### src/rtl/pipe_pkg.sv
// Shared pipeline-stage types: perf counter width default and the MEM/WB payload layout.
package pipe_pkg;

  localparam int PIPE_CNT_W = 32;

  typedef struct packed {
    logic [31:0] pc;
    logic [31:0] inst;
    logic [31:0] rw_data;
    logic [4:0]  rw_addr;
    logic        rw_en;
  } mem_wb_t;

  // Poisoned address/data patterns so a flushed slot is obvious in waves; rw_en=0 makes it a no-op.
  localparam mem_wb_t MEM_WB_RESET = '{
    pc:      32'hFFFF_FFFF,
    inst:    32'h0000_0013,
    rw_data: 32'hDEAD_BEEF,
    rw_addr: 5'd0,
    rw_en:   1'b0
  };

endpackage

### src/rtl/pipe_perf_cnt.sv
// Array of N saturating event counters; only cleared by the asynchronous reset.
module pipe_perf_cnt import pipe_pkg::*; #(
  parameter int CNT_W = PIPE_CNT_W,
  parameter int N     = 2
) (
  input  logic                      clk,
  input  logic                      rst,
  input  logic [N-1:0]              inc,
  output logic [N-1:0][CNT_W-1:0]   cnt
);

  for (genvar i = 0; i < N; i++) begin : g_cnt
    logic [CNT_W-1:0] c;
    always_ff @(posedge clk or posedge rst) begin
      if (rst)                        c <= '0;
      else if (inc[i] && (c != '1))   c <= c + 1'b1;
    end
    assign cnt[i] = c;
  end

endmodule

### src/rtl/pipe_stage_reg.sv
// Valid/ready pipeline stage with a 2-entry skid buffer so ts_ready comes straight from a flop.
// Optional perf counters (stall_cnt, bubble_cnt) are built when PIPE_STAGE_PERF_EN is defined.
module pipe_stage_reg import pipe_pkg::*; #(
  parameter int                DATA_W    = 102,
  parameter logic [DATA_W-1:0] RESET_VAL = '0,
  parameter bit                CLR_DATA  = 1'b1,
  parameter int                CNT_W     = PIPE_CNT_W
) (
  input  logic              clk,
  input  logic              rst,
  input  logic              ls_valid,
  output logic              ts_ready,
  input  logic [DATA_W-1:0] in_data,
  output logic              ts_valid,
  input  logic              ns_ready,
  output logic [DATA_W-1:0] out_data,
  input  logic              stall,
  input  logic              flush
`ifdef PIPE_STAGE_PERF_EN
  ,
  output logic [CNT_W-1:0]  stall_cnt,
  output logic [CNT_W-1:0]  bubble_cnt
`endif
);

  logic              m_vld, s_vld;
  logic [DATA_W-1:0] m_data, s_data;
  logic              acc, fire;

  assign ts_ready = !s_vld;
  assign ts_valid = m_vld && !stall;
  assign out_data = m_data;
  assign acc      = ls_valid && ts_ready;
  assign fire     = ts_valid && ns_ready;

  // Skid is only ever occupied while main is, so main always holds the oldest entry.
  always_ff @(posedge clk or posedge rst) begin
    if (rst) begin
      m_vld  <= 1'b0;
      s_vld  <= 1'b0;
      m_data <= RESET_VAL;
      s_data <= RESET_VAL;
    end else if (flush) begin
      m_vld <= 1'b0;
      s_vld <= 1'b0;
      if (CLR_DATA) begin
        m_data <= RESET_VAL;
        s_data <= RESET_VAL;
      end
    end else if (!m_vld) begin
      if (acc) begin
        m_data <= in_data;
        m_vld  <= 1'b1;
      end
    end else if (fire) begin
      if (s_vld) begin
        m_data <= s_data;
        s_vld  <= 1'b0;
      end else if (acc) begin
        m_data <= in_data;
      end else begin
        m_vld  <= 1'b0;
      end
    end else if (acc) begin
      s_data <= in_data;
      s_vld  <= 1'b1;
    end
  end

`ifdef PIPE_STAGE_PERF_EN
  logic [1:0][CNT_W-1:0] cnt;

  pipe_perf_cnt #(.CNT_W(CNT_W), .N(2)) u_perf (
    .clk (clk),
    .rst (rst),
    .inc ({!m_vld, m_vld && !fire}),
    .cnt (cnt)
  );

  assign stall_cnt  = cnt[0];
  assign bubble_cnt = cnt[1];
`endif

endmodule
### config.mk
export PLATFORM = sky130hd
export DESIGN_NAME = pipe_stage_reg
export DESIGN_NICKNAME = d
export VERILOG_FILES = /design/src/rtl/pipe_pkg.sv /design/src/rtl/pipe_perf_cnt.sv /design/src/rtl/pipe_stage_reg.sv
export SDC_FILE = /design/constraint.sdc
export NUM_CORES = 1
export LEC_CHECK = 0
export BUFFER_PORTS_ARGS = -buffer_cell sky130_fd_sc_hd__buf_2
export CORE_ASPECT_RATIO = 0.7
export CORE_MARGIN = 2
export CORE_UTILIZATION = 45
export CTS_BUF_LIST = sky130_fd_sc_hd__clkbuf_4
export CTS_CLUSTER_SIZE = 14
export DETAILED_ROUTE_END_ITERATION = 7
export MAX_ROUTING_LAYER = met4
export PLACE_DENSITY_LB_ADDON = 0.05
export SKIP_CTS_REPAIR_TIMING = 1
export SLEW_MARGIN = 5
export SYNTH_ARGS = -nofsm -noshare
export SYNTH_HDL_FRONTEND = slang
export SYNTH_HIERARCHICAL = 1
export SYNTH_SLANG_ARGS = --single-unit
### constraint.sdc
create_clock -name clk -period 11.95 [get_ports clk]
set_input_delay 1.7925 -clock clk [delete_from_list [all_inputs] [get_ports clk]]
set_output_delay 1.7925 -clock clk [all_outputs]
set_load 0.01 [all_outputs]
==> results.yml <==
status:
  status: "finished clean"
synth:
  syn_area_per_cell_um2: 12.4
  syn-cell-area_um2: 9190
  ys_ff_latch: 206
  yosys-top-cells-area: "dfrtp_1, a221oi_2, a22o_1"
  synth_cells: 739
  yosysUniqueCellTypes: 23
  synth_nets: 847
  synth.top_cell.area_share_pct: 56.1
  synth_warnings: 6
  ys_seq_area_share_pct: 56.1
  synth_top_area_cell: "dfrtp_1"
clock_tree:
  cts_sinks: 206
  h-tree-depth: 2
  root_buffer: "clkbuf_4"
  cts_buffers: 52
  clock_latency_ns: 0.64
  cts_tree: "yes"
  path_clk_slew_ns: 0.06
  cts_max_path_buffers: 3
power:
  irDropWorstVdd_mv: 0.0644
  power.leakage_nw: 5.25
  power.total_mw: 1.61
  power_density_nw_per_um2: 148
sta:
  max_slew.worst_pin.slew_ns: 1.17
  slew_violations: 0
  max_slew_margin_pct: 21.7
  setup_slack_ns: 8.03
  setup_violations: 0
  period_share_pct: 32.8
  fmax_mhz: 255
  rsz0062_at_grt: "no"
  timing.final.crit_period_ns: 3.92
  skew_ns: 0.0188
  final.setup.tns_ns: 0
  finalHoldViolCount: 0
floorplan:
  die_h_um: 124
  die_w_um: 175
  coreArea_um2: 19900
  row_count: 43
  io_pins: 212
  start_util_pct: 46.2
  dieArea_um2: 21600
critical_path:
  critPathCaptureType: "output pin"
  critPathRequiredTime_ns: 10.16
  crit_chain: "buf_2, nor2b_1, buf_2"
  slowest_delay_ns: 0.13
  crit_type: "input port to output pin"
  start_kind: "input port"
  crit_arrival_ns: 2.12
  crit_top_cell: "buf_2"
  critPathTopFamily: "buffers and inverters"
  cp_slowest_cell: "buf_2"
  cp_num_buf_inv: 2
  cp_max_fo: 3
drt:
  drc: 0
  drt-total-wl_mm: 24.8
  drt-initial-drc-count: 489
  viasPerCell: 5.73
  route.vias.total: 7128
  antenna_left: 0
  firstDrtPassIters: 5
  routedWlPerCell_um: 20.0
worst_hold_path:
  hp-class: "register to register"
global_route:
  overflow: 0
  grt_max_degree: 139
  track_usage_pct: 23.7
  antenna_found_initial: 4
  grt_pass1_wl_mm: 39.1
  grt_pass1_vias: 7248
cells_and_area:
  area_growth_pct: 18.8
  n_fill_cell: 1743
  final_common_cell: "buf_2"
  final_cell_area_um2: 10900
  fin_nets: 1042
  drive_above_1_share_pct: 40.2
  layout.cells.most_common_list: "buf_2, dfrtp_1, inv_1"
place:
  io_buffers: 211
  hpwlAfterDp_mm: 14.3
  placed_cell_area_um2: 10300
  dp_slack_ns: 7.81
  gp_congestion: 0.786
job:
  cap_violations: 0
## cell usage after synthesis
cell	count
a22o_1	102
nand2b_1	2
buf_2	40
a21oi_1	1
nand3b_1	28
buf_6	9
clkbuf_1	24
nand2b_4	1
a211oi_1	1
a221oi_2	80
dfrtp_1	206
o22ai_1	74
a221oi_1	22
nor2b_1	2
a31oi_1	1
a41oi_1	1
o2bb2ai_1	1
nand2_1	2
buf_1	1
buf_4	8
o21ai_0	28
nor3_2	1
inv_1	104
## metal layers
metal  up-vias  part of all wire, %  global-route usage [%]
li1       3250                    -                       -
met1      3580                   46                    32.7
met2       269                   45                    34.9
met3        29                  7.3                    5.74
met4         0                  1.4                    7.29
met5         -                    0                       -
## state kept, by name, indices dropped and copies added (netlist names)
| register | count |
|---|---|
| m_vld | 1 |
| s_data | 102 |
| s_vld | 1 |
| out_data | 102 |
## power breakdown
| group | internal, mW | total (mW) | switching [mW] | leakage [nW] |
|---|---|---|---|---|
| Sequential | 0.745 | 0.774 | 0.0286 | 2.76 |
| Clock | 0.292 | 0.572 | 0.280 | 0.377 |
| Combinational | 0.101 | 0.268 | 0.166 | 2.11 |
| Total | 1.14 | 1.61 | 0.475 | 5.25 |
## kinds of logic after synthesis
family                 after synthesis  synth area share [%]
DFF                                206                  56.1
buffers and inverters              186                  9.20
AOI/OAI and AO/OA                  311                  31.8
and+or+nand+nor                     36                  2.90
## cell type report
| class | instances | area (µm²) | area share (%) |
|---|---|---|---|
| flip-flops and latches | 206 | 5150 | 47.2 |
| multi-input cells | 347 | 3250 | 29.7 |
| repair buffers | 223 | 1150 | 10.5 |
| clock buffers | 77 | 578 | 5.29 |
| inverters | 104 | 398 | 3.64 |
| well taps | 270 | 338 | 3.09 |
| clock inverters | 11 | 41.3 | 0.378 |
| diodes | 5 | 12.5 | 0.115 |
## final timing paths
path,start,end,cells after the start,slack [ns]
worst max-delay path,stall,ts_valid,3,8.03
worst min-delay path,s_data[89],s_data[89],1,0.50
worst max register to register,m_vld,out_data[76],5,9.19
worst min register to register,s_data[89],s_data[89],1,0.50
max in group asynchronous,rst,out_data[6],3,9.10
min in group asynchronous,rst,s_data[71],2,1.34
## stage by stage
step                instances  utilization [%]  hold slack (ns)
floorplan                 739                -            0.464
global placement         1150             51.7            0.478
detailed placement       1150             51.7            0.482
CTS                      1238             54.8            0.501
global route             1242             54.8            0.513
finish                   1243             54.8            0.498
Power figures use the tool's default switching activity.
